**config.mk**
```make
export PLATFORM = sky130hd
export DESIGN_NAME = gnr_attractor_ctrl
export DESIGN_NICKNAME = d
export VERILOG_FILES = /design/src/rtl/gnr_ctrl_pkg.sv /design/src/rtl/gnr_attractor_ctrl.sv
export SDC_FILE = /design/constraint.sdc
export NUM_CORES = 1
export LEC_CHECK = 0
export BUFFER_PORTS_ARGS = -buffer_cell sky130_fd_sc_hd__buf_4
export CORE_ASPECT_RATIO = 1.4
export CORE_MARGIN = 2
export CORE_UTILIZATION = 38
export DETAILED_ROUTE_END_ITERATION = 6
export SLEW_MARGIN = 40
export SYNTH_ARGS = -nofsm -noshare
export SYNTH_HDL_FRONTEND = slang
export SYNTH_SLANG_ARGS = --single-unit
```
**constraint.sdc**
```tcl
create_clock -name clk -period 4.55 [get_ports clk]
set_clock_uncertainty 0.15 [all_clocks]
set_input_delay 0.6825 -clock clk [delete_from_list [all_inputs] [get_ports clk]]
set_output_delay 0.6825 -clock clk [all_outputs]
set_load 0.01 [all_outputs]
```
**src/rtl/gnr_ctrl_pkg.sv**
```systemverilog
// Shared types and default sizing for the gene-regulatory-network attractor controller.
// The state vector typedef matches the default node count.
package gnr_ctrl_pkg;

    localparam int DEF_N_NODES   = 8;
    localparam int DEF_CNT_W     = 16;
    localparam int DEF_MAX_STEPS = 1024;

    typedef enum logic [2:0] {
        S_IDLE  = 3'd0,
        S_LOAD  = 3'd1,
        S_STEP  = 3'd2,
        S_CMP   = 3'd3,
        S_PSTEP = 3'd4,
        S_PCMP  = 3'd5,
        S_FIN   = 3'd6
    } gnr_state_t;

    typedef logic [DEF_N_NODES-1:0] gnr_vec_t;

endpackage

```
**src/rtl/gnr_attractor_ctrl.sv**
```systemverilog
// Floyd tortoise/hare attractor search controller for a bank of GRN nodes.
// Define GNR_ATTR_PERIOD_EN to include the period-measurement phase (PSTEP/PCMP).
module gnr_attractor_ctrl
    import gnr_ctrl_pkg::*;
#(
    parameter int N_NODES   = DEF_N_NODES,
    parameter int CNT_W     = DEF_CNT_W,
    parameter int MAX_STEPS = DEF_MAX_STEPS
) (
    input  logic               clk,
    input  logic               rst,
    input  logic               start,
    input  logic [N_NODES-1:0] init_vec,
    input  logic [N_NODES-1:0] s0_vec,
    input  logic [N_NODES-1:0] s1_vec,
    output logic               reset_nos,
    output logic [N_NODES-1:0] init_state,
    output logic               start_s0,
    output logic               start_s1,
    output logic               busy,
    output logic               done,
    output logic               timeout,
    output logic [CNT_W-1:0]   meet_steps,
    output logic [CNT_W-1:0]   period,
    output logic [N_NODES-1:0] attractor,
    output logic [2:0]         state_dbg
);

    // start is a level request: it is taken only in IDLE and ignored while busy;
    // done is a single-cycle pulse, results stay valid until the next accepted start.

    localparam logic [CNT_W-1:0] MAX_C = CNT_W'(MAX_STEPS);

    gnr_state_t         state, state_next;
    logic [CNT_W-1:0]   pulse_cnt;
    logic [N_NODES-1:0] init_q;
    logic [N_NODES-1:0] attr_q;
    logic [CNT_W-1:0]   meet_q;
    logic               timeout_q;
    logic               vec_eq;
    logic               meet_hit;

    assign vec_eq   = (s0_vec == s1_vec);
    // After an odd pulse count both walkers have taken one step and trivially agree.
    assign meet_hit = ~pulse_cnt[0] & vec_eq;

`ifdef GNR_ATTR_PERIOD_EN
    logic [CNT_W-1:0] per_cnt;
    logic [CNT_W-1:0] period_q;
`endif

    always_ff @(posedge clk) begin
        if (rst) begin
            state <= S_IDLE;
        end else begin
            state <= state_next;
        end
    end

    always_comb begin
        state_next = state;
        case (state)
            S_IDLE:  if (start) state_next = S_LOAD;
            S_LOAD:  state_next = S_STEP;
            S_STEP:  state_next = S_CMP;
            S_CMP: begin
                if (meet_hit) begin
`ifdef GNR_ATTR_PERIOD_EN
                    state_next = S_PSTEP;
`else
                    state_next = S_FIN;
`endif
                end else if (pulse_cnt == MAX_C) begin
                    state_next = S_FIN;
                end else begin
                    state_next = S_STEP;
                end
            end
`ifdef GNR_ATTR_PERIOD_EN
            S_PSTEP: state_next = S_PCMP;
            S_PCMP: begin
                if (vec_eq || per_cnt == MAX_C) state_next = S_FIN;
                else                            state_next = S_PSTEP;
            end
`endif
            S_FIN:   state_next = S_IDLE;
            default: state_next = S_IDLE;
        endcase
    end

    always_comb begin
        reset_nos = (state == S_LOAD);
        start_s0  = (state == S_STEP);
        start_s1  = (state == S_STEP) || (state == S_PSTEP);
        busy      = (state != S_IDLE) && (state != S_FIN);
        done      = (state == S_FIN);
    end

    always_ff @(posedge clk) begin
        if (rst) begin
            pulse_cnt <= '0;
            init_q    <= '0;
            attr_q    <= '0;
            meet_q    <= '0;
            timeout_q <= 1'b0;
        end else begin
            case (state)
                S_IDLE: begin
                    if (start) begin
                        pulse_cnt <= '0;
                        init_q    <= init_vec;
                        attr_q    <= '0;
                        meet_q    <= '0;
                        timeout_q <= 1'b0;
                    end
                end
                S_STEP: begin
                    if (pulse_cnt != MAX_C) pulse_cnt <= pulse_cnt + CNT_W'(1);
                end
                S_CMP: begin
                    if (meet_hit) begin
                        meet_q <= pulse_cnt;
                        attr_q <= s0_vec;
                    end else if (pulse_cnt == MAX_C) begin
                        timeout_q <= 1'b1;
                    end
                end
`ifdef GNR_ATTR_PERIOD_EN
                S_PCMP: begin
                    if (!vec_eq && per_cnt == MAX_C) timeout_q <= 1'b1;
                end
`endif
                default: ;
            endcase
        end
    end

`ifdef GNR_ATTR_PERIOD_EN
    // Hare walks alone from the meet point until it returns to the frozen tortoise.
    always_ff @(posedge clk) begin
        if (rst) begin
            per_cnt  <= '0;
            period_q <= '0;
        end else begin
            case (state)
                S_IDLE: begin
                    if (start) begin
                        per_cnt  <= '0;
                        period_q <= '0;
                    end
                end
                S_CMP: begin
                    if (meet_hit) per_cnt <= '0;
                end
                S_PSTEP: begin
                    if (per_cnt != MAX_C) per_cnt <= per_cnt + CNT_W'(1);
                end
                S_PCMP: begin
                    if (vec_eq) period_q <= per_cnt;
                end
                default: ;
            endcase
        end
    end
    assign period = period_q;
`else
    assign period = '0;
`endif

    assign init_state = init_q;
    assign attractor  = attr_q;
    assign meet_steps = meet_q;
    assign timeout    = timeout_q;
    assign state_dbg  = state;

endmodule

```
== Word level (Yosys, flattened, before mapping) ==
Cells that the tools add are included.

* Bitwise logic cells: 2
* Muxes and demuxes: 16
* Eq/ne operators: 14
* Add/subtract/negate cells: 1
* Reductions and logical operators: 10

{| class="wikitable"
|+ Operators with widths
! kind !! number
|-
| 16-bit one-hot mux with 2 select lines || 2
|-
| 16-bit 2-to-1 mux || 3
|-
| 16-bit by 1-bit adder with 16-bit output, second input constant || 1
|-
| 16-bit by 11-bit == test with 1-bit output, second input constant || 1
|-
| 8-bit 2-to-1 mux || 2
|-
| 16-bit by 11-bit != test with 1-bit output, second input constant || 1
|-
| 8-bit one-hot mux with 2 select lines || 1
|-
| 3-bit one-hot mux with 4 select lines || 1
|-
| 3-bit 2-to-1 mux || 3
|-
| 8-bit == test || 1
|-
| 2-bit != test, second input constant || 4
|-
| 3-bit by 2-bit == test with 1-bit output, second input constant || 2
|-
| 3-bit == test, second input constant || 2
|-
| 3-bit AND reduction || 2
|-
| 4-bit AND reduction || 1
|-
| 2-bit nonzero test || 2
|-
| 3-bit by 1-bit == test with 1-bit output, second input constant || 1
|-
| 3-bit zero test || 1
|-
| 1-bit 2-to-1 mux || 3
|-
| 3-bit != test, second input constant || 1
|-
| 3-bit nonzero test || 1
|-
| 2-bit by 1-bit != test with 1-bit output, second input constant || 1
|-
| 1-bit one-hot mux with 2 select lines || 1
|-
| 2-bit AND reduction || 1
|-
| 4 further kinds || 4
|}

* Logic and storage cells: 49
* Output and inout port bits: 57
* Bits in registers: 52
* Bits of input ports: 27

== Logic depth before layout (Yosys ltp) ==
* Depth after elaboration: 4
* Mapped depth: 7
* Mapped depth without buffers: 6

== Worst setup path after synthesis ==
No wires, ideal clock.

* Path type: input port to flip-flop
* Start point: input s0_vec[0]
* End point: register attr_q[0] (netlist: attractor[0])
* Library setup time: 0.072 ns
* Path buffers: 1
* Stages: 5
* Slack: 2.458 ns
* Required time: 4.328 ns
* Arrival: 1.871 ns
* Cells stage by stage: xnor2_1 -> nand4_1 -> nor4_4 -> buf_6 -> mux2i_1

* Longest elaborated chain between the ends: 4
* Elaborated cells on any way between the ends: 6
* Those cells by class: 2 x eq/ne; 2 x mux; 1 x bitwise; 1 x reduce/logical

{| class="wikitable"
|+ Ends and longest elaborated chain
! what !! line !! RTL
|-
| start, declared || gnr_attractor_ctrl.sv:14 || <nowiki>input logic [N_NODES-1:0] s0_vec,</nowiki>
|-
| 8-bit == test || gnr_attractor_ctrl.sv:43 || <nowiki>assign vec_eq = (s0_vec == s1_vec);</nowiki>
|-
| 1-bit bitwise AND || gnr_attractor_ctrl.sv:45 || <nowiki>assign meet_hit = ~pulse_cnt[0] & vec_eq;</nowiki>
|-
| 2-bit != test (no line) || n/a ||
|-
| 3-bit AND reduction (no line) || n/a ||
|-
| end signal, assigned || gnr_attractor_ctrl.sv:123 || <nowiki>attr_q <= s0_vec;</nowiki>
|-
| end, declared || gnr_attractor_ctrl.sv:37 || <nowiki>logic [N_NODES-1:0] attr_q;</nowiki>
|}

Parallel ways exist; a longest one is shown, timed or not. The select of a mux whose other input is x is not followed.
A chain may end at the register's enable or synchronous reset.

== Worst setup path after layout ==
* Start point: register state[2] (netlist: state_dbg[2])
* End point: output reset_nos

* Longest elaborated chain between the ends: 1

{| class="wikitable"
|+ Ends and longest elaborated chain
! what !! line !! RTL
|-
| start, declared || gnr_attractor_ctrl.sv:34 || <nowiki>gnr_state_t state, state_next;</nowiki>
|-
| start signal, assigned || gnr_attractor_ctrl.sv:56 || <nowiki>state <= state_next;</nowiki>
|-
| 3-bit by 1-bit == test with 1-bit output || gnr_attractor_ctrl.sv:92 || <nowiki>reset_nos = (state == S_LOAD);</nowiki>
|-
| end, declared || gnr_attractor_ctrl.sv:16 || <nowiki>output logic reset_nos,</nowiki>
|}

No other way between the ends.

==> reports/qor.json <==
{
  "edff_count_synth": {"value": 0},
  "postSynth.asyncResetShare": {"value": 0, "unit": "%"},
  "slew_violations": {"value": 0},
  "hold_class": {"value": "flip-flop to flip-flop"},
  "drt_drc_violations_left": {"value": 0},
  "finalSetupViolations": {"value": 0},
  "worst_ep_arrival_time": {"value": 1.42, "unit": "ns"},
  "grt_max_degree": {"value": 64},
  "antenna_found_initial": {"value": 0},
  "final_min_period_over_clock_period": {"value": 49.5, "unit": "%"},
  "antenna-diode-count": {"value": 0},
  "postSynth.topFlopCell": {"value": "dfxtp_1"},
  "clkSlewWorstSetupHoldPaths": {"value": 0.09, "unit": "ns"},
  "cts_tree": {"value": "done"},
  "register_area": {"value": 1040, "unit": "um2"},
  "synthesis.area": {"value": 2640, "unit": "um2"},
  "whs_path_depth": {"value": 2},
  "timing.critical_path.from_type": {"value": "flip-flop"},
  "worstPathRequired": {"value": 3.72, "unit": "ns"},
  "area_delta_synth_final": {"value": 22.9, "unit": "%"},
  "critPathKind": {"value": "flip-flop to output port"},
  "grt_busiest_layer": {"value": "met2"},
  "worst_slack": {"value": 2.30, "unit": "ns"},
  "post_drt_via_cell_ratio": {"value": 4.99},
  "post_cts_buffers": {"value": 0},
  "max_slew_margin": {"value": 55.2, "unit": "%"},
  "grt_remaining_overflow": {"value": 0},
  "clock.fmax": {"value": 444, "unit": "MHz"},
  "worst_slew_pin_slew": {"value": 0.668, "unit": "ns"},
  "postSynthCellCount": {"value": 296},
  "synth_sequential_area_ratio": {"value": 39.5, "unit": "%"},
  "ys_types": {"value": 40},
  "synth_seq_cells": {"value": 52},
  "worst_case_setup_slack_after_placement": {"value": 2.05, "unit": "ns"},
  "r2r_setup_slack": {"value": 2.33, "unit": "ns"},
  "htree_num_levels": {"value": 2},
  "timing.critical_path.to_type": {"value": "output port"},
  "boundary_pins": {"value": 84},
  "grt.met3_usage": {"value": 2.83, "unit": "%"},
  "post_cts_resize_count": {"value": 0},
  "fp-row-count": {"value": 35},
  "hold-worst-slack": {"value": 0.309, "unit": "ns"},
  "drt_first_iter_violations": {"value": 90},
  "fp.dieArea": {"value": 7630, "unit": "um2"},
  "number_of_buffers_added_by_the_clock_tree_synthesis_step": {"value": 5},
  "timing.max_cap.violations": {"value": 0},
  "worst_r2r_startpoint": {"value": "state_dbg[0]"},
  "die-width": {"value": 74.4, "unit": "um"},
  "dp_hpwl": {"value": 4190, "unit": "um"},
  "global_route.usage.met1": {"value": 20.5, "unit": "%"},
  "min_from": {"value": "init_state[0]"},
  "synthesis.area_per_instance": {"value": 8.91, "unit": "um2"},
  "yosys_warnings": {"value": 0},
  "rsz0062_at_grt": {"value": "false"},
  "path_max_fanout": {"value": 8},
  "min_period": {"value": 2.25, "unit": "ns"},
  "ff2ff_path_depth": {"value": 5},
  "cellPowerDensity": {"value": 265, "unit": "nW/um2"},
  "die_y": {"value": 103, "unit": "um"},
  "cts_hold_repair.buffers": {"value": 0},
  "drive_gt1_share": {"value": 23.2, "unit": "%"},
  "buffer_ports.inserted": {"value": 67},
  "cts_root_buf": {"value": "clkbuf_8"},
  "detail_route.wl_per_cell": {"value": 13.0, "unit": "um"},
  "multi_input_comb_area": {"value": 1450, "unit": "um2"},
  "result_of_the_run": {"value": "completed"},
  "vias": {"value": 2242},
  "clock_sinks": {"value": 52},
  "nets": {"value": 385},
  "first_pass_iters": {"value": 4},
  "grt.met2_usage": {"value": 26.8, "unit": "%"},
  "first_pass_grt_wire_length": {"value": 9610, "unit": "um"},
  "globalRouteTotalUtil": {"value": 16.0, "unit": "%"},
  "final_core_util": {"value": 48.7, "unit": "%"},
  "ctsLongestPathBuffers": {"value": 2},
  "gp_congestion": {"value": 0.806},
  "worst_skew_pair.late_latency": {"value": 0.30, "unit": "ns"},
  "totalNegativeSetupSlack": {"value": 0, "unit": "ns"},
  "power.static_leakage": {"value": 1.23, "unit": "nW"},
  "grt_pass1_vias": {"value": 1984},
  "regToRegEndpoint": {"value": "meet_steps[13]"},
  "detail_route.wirelength": {"value": 5850, "unit": "um"},
  "initial_core_util": {"value": 39.6, "unit": "%"},
  "hold_violations": {"value": 0},
  "core": {"value": 6660, "unit": "um2"},
  "min_delay_worst_endpoint": {"value": "init_state[0]"},
  "fillerInstances": {"value": 682},
  "detail-route-antenna-nets": {"value": 0},
  "ir_drop": {"value": 0.000196, "unit": "V"}
}
[through the flow]
stage          power, mW  area [um2]  cells
2_1_floorplan      0.555        2690    311
3_5_place_dp       0.595        3150    441
5_1_grt            0.898        3240    449
3_3_place_gp       0.593        3140    441
4_1_cts            0.871        3240    449
6_report           0.858        3240    449
[report_power, final]
group / switching (mW) / total, mW / internal (mW)
combinational: 0.0609 / 0.113 / 0.0519
sequential: 0.00850 / 0.470 / 0.462
clock: 0.151 / 0.275 / 0.124
[final cells by class]
class | instances | area share [%]
tap | 92 | 3.55
clock buffer | 7 | 2.66
sequential | 52 | 32.1
inverter | 5 | 0.579
timing repair buffer | 69 | 16.0
clock inverter | 1 | 0.232
multi-input combinational | 223 | 44.9
[synth_stat cells, types with 3 or more instances]
| library cell | number | area [um2] |
|---|---|---|
| dfxtp_1 | 52 | 1040 |
| nand2_1 | 28 | 105 |
| or4_1 | 4 | 30.0 |
| nor3_1 | 3 | 15.0 |
| or3_1 | 6 | 37.5 |
| o21ai_0 | 6 | 30.0 |
| buf_4 | 16 | 120 |
| nand3_1 | 6 | 30.0 |
| xnor2_1 | 11 | 96.3 |
| mux2i_1 | 24 | 240 |
| clkbuf_1 | 9 | 33.8 |
| o31ai_1 | 5 | 37.5 |
| inv_1 | 5 | 18.8 |
| and3_1 | 4 | 25.0 |
| and4_1 | 3 | 26.3 |
| nor4b_1 | 4 | 35.0 |
| or2_2 | 3 | 18.8 |
| nand2b_1 | 24 | 150 |
| a21oi_1 | 20 | 100 |
| nor2_1 | 10 | 37.5 |
| nand3b_1 | 24 | 180 |
| nand4_1 | 4 | 25.0 |
[worst max-delay path by stage]
stage | startpoint | endpoint | slack (ns) | cells after the start
after CTS | state_dbg[2] | reset_nos | 2.28 | 3
after global placement | s0_vec[4] | meet_steps[7] | 2.07 | 6
after floorplan | s0_vec[0] | attractor[0] | 2.46 | 5
final | state_dbg[2] | reset_nos | 2.30 | 3
after global routing | state_dbg[0] | meet_steps[9] | 2.09 | 5
after detailed placement | s0_vec[4] | meet_steps[13] | 2.05 | 6
[metal layers]
layer | up-vias | share of wire, %
met5 | - | 0
met4 | 0 | 1.5
met3 | 7 | 3.5
met2 | 48 | 51
met1 | 1059 | 44
li1 | 1128 | -
[flip-flops by register name, summed over array words and instances (netlist names)]
name	flops
attractor	8
init_state	8
meet_steps	16
pulse_cnt	16
state_dbg	3
timeout	1
[logic make-up (layout without fill, tap and decap cells)]
kind of cell               count (synthesis)  in the layout  synth area share [%]
and+or+nand+nor                          134            134                  30.7
DFF                                       52             52                  39.5
AOI/OAI and AO/OA                         36             36                  7.93
buffers and inverters                     36             82                  8.07
muxes                                     24             24                  9.11
xor gates and xnor gates                  11             11                  3.65
adders and majority gates                  2              2                 0.949
other                                      1             16                 0.142
[layout by cell type (no fill, tap or decap), drive strengths merged, types with 4 or more instances in the layout]
cell type / instances
a21oi: 20
o21ai: 7
xnor2: 11
or3: 6
mux2i: 24
nand2: 29
buf: 69
nor4b: 4
nand3b: 24
nand2b: 24
dfxtp: 52
nor2: 10
and3: 4
nand4: 4
clkbuf: 7
inv: 5
or4: 4
nand3: 6
o31ai: 5
conb: 16
[worst max-delay path, cell delays in order (launching register included)]
cell,delay [ns]
dfxtp_1,0.54
and2b_1,0.28
nor2b_1,0.14
buf_4,0.16
Power figures use the tool's default switching activity.
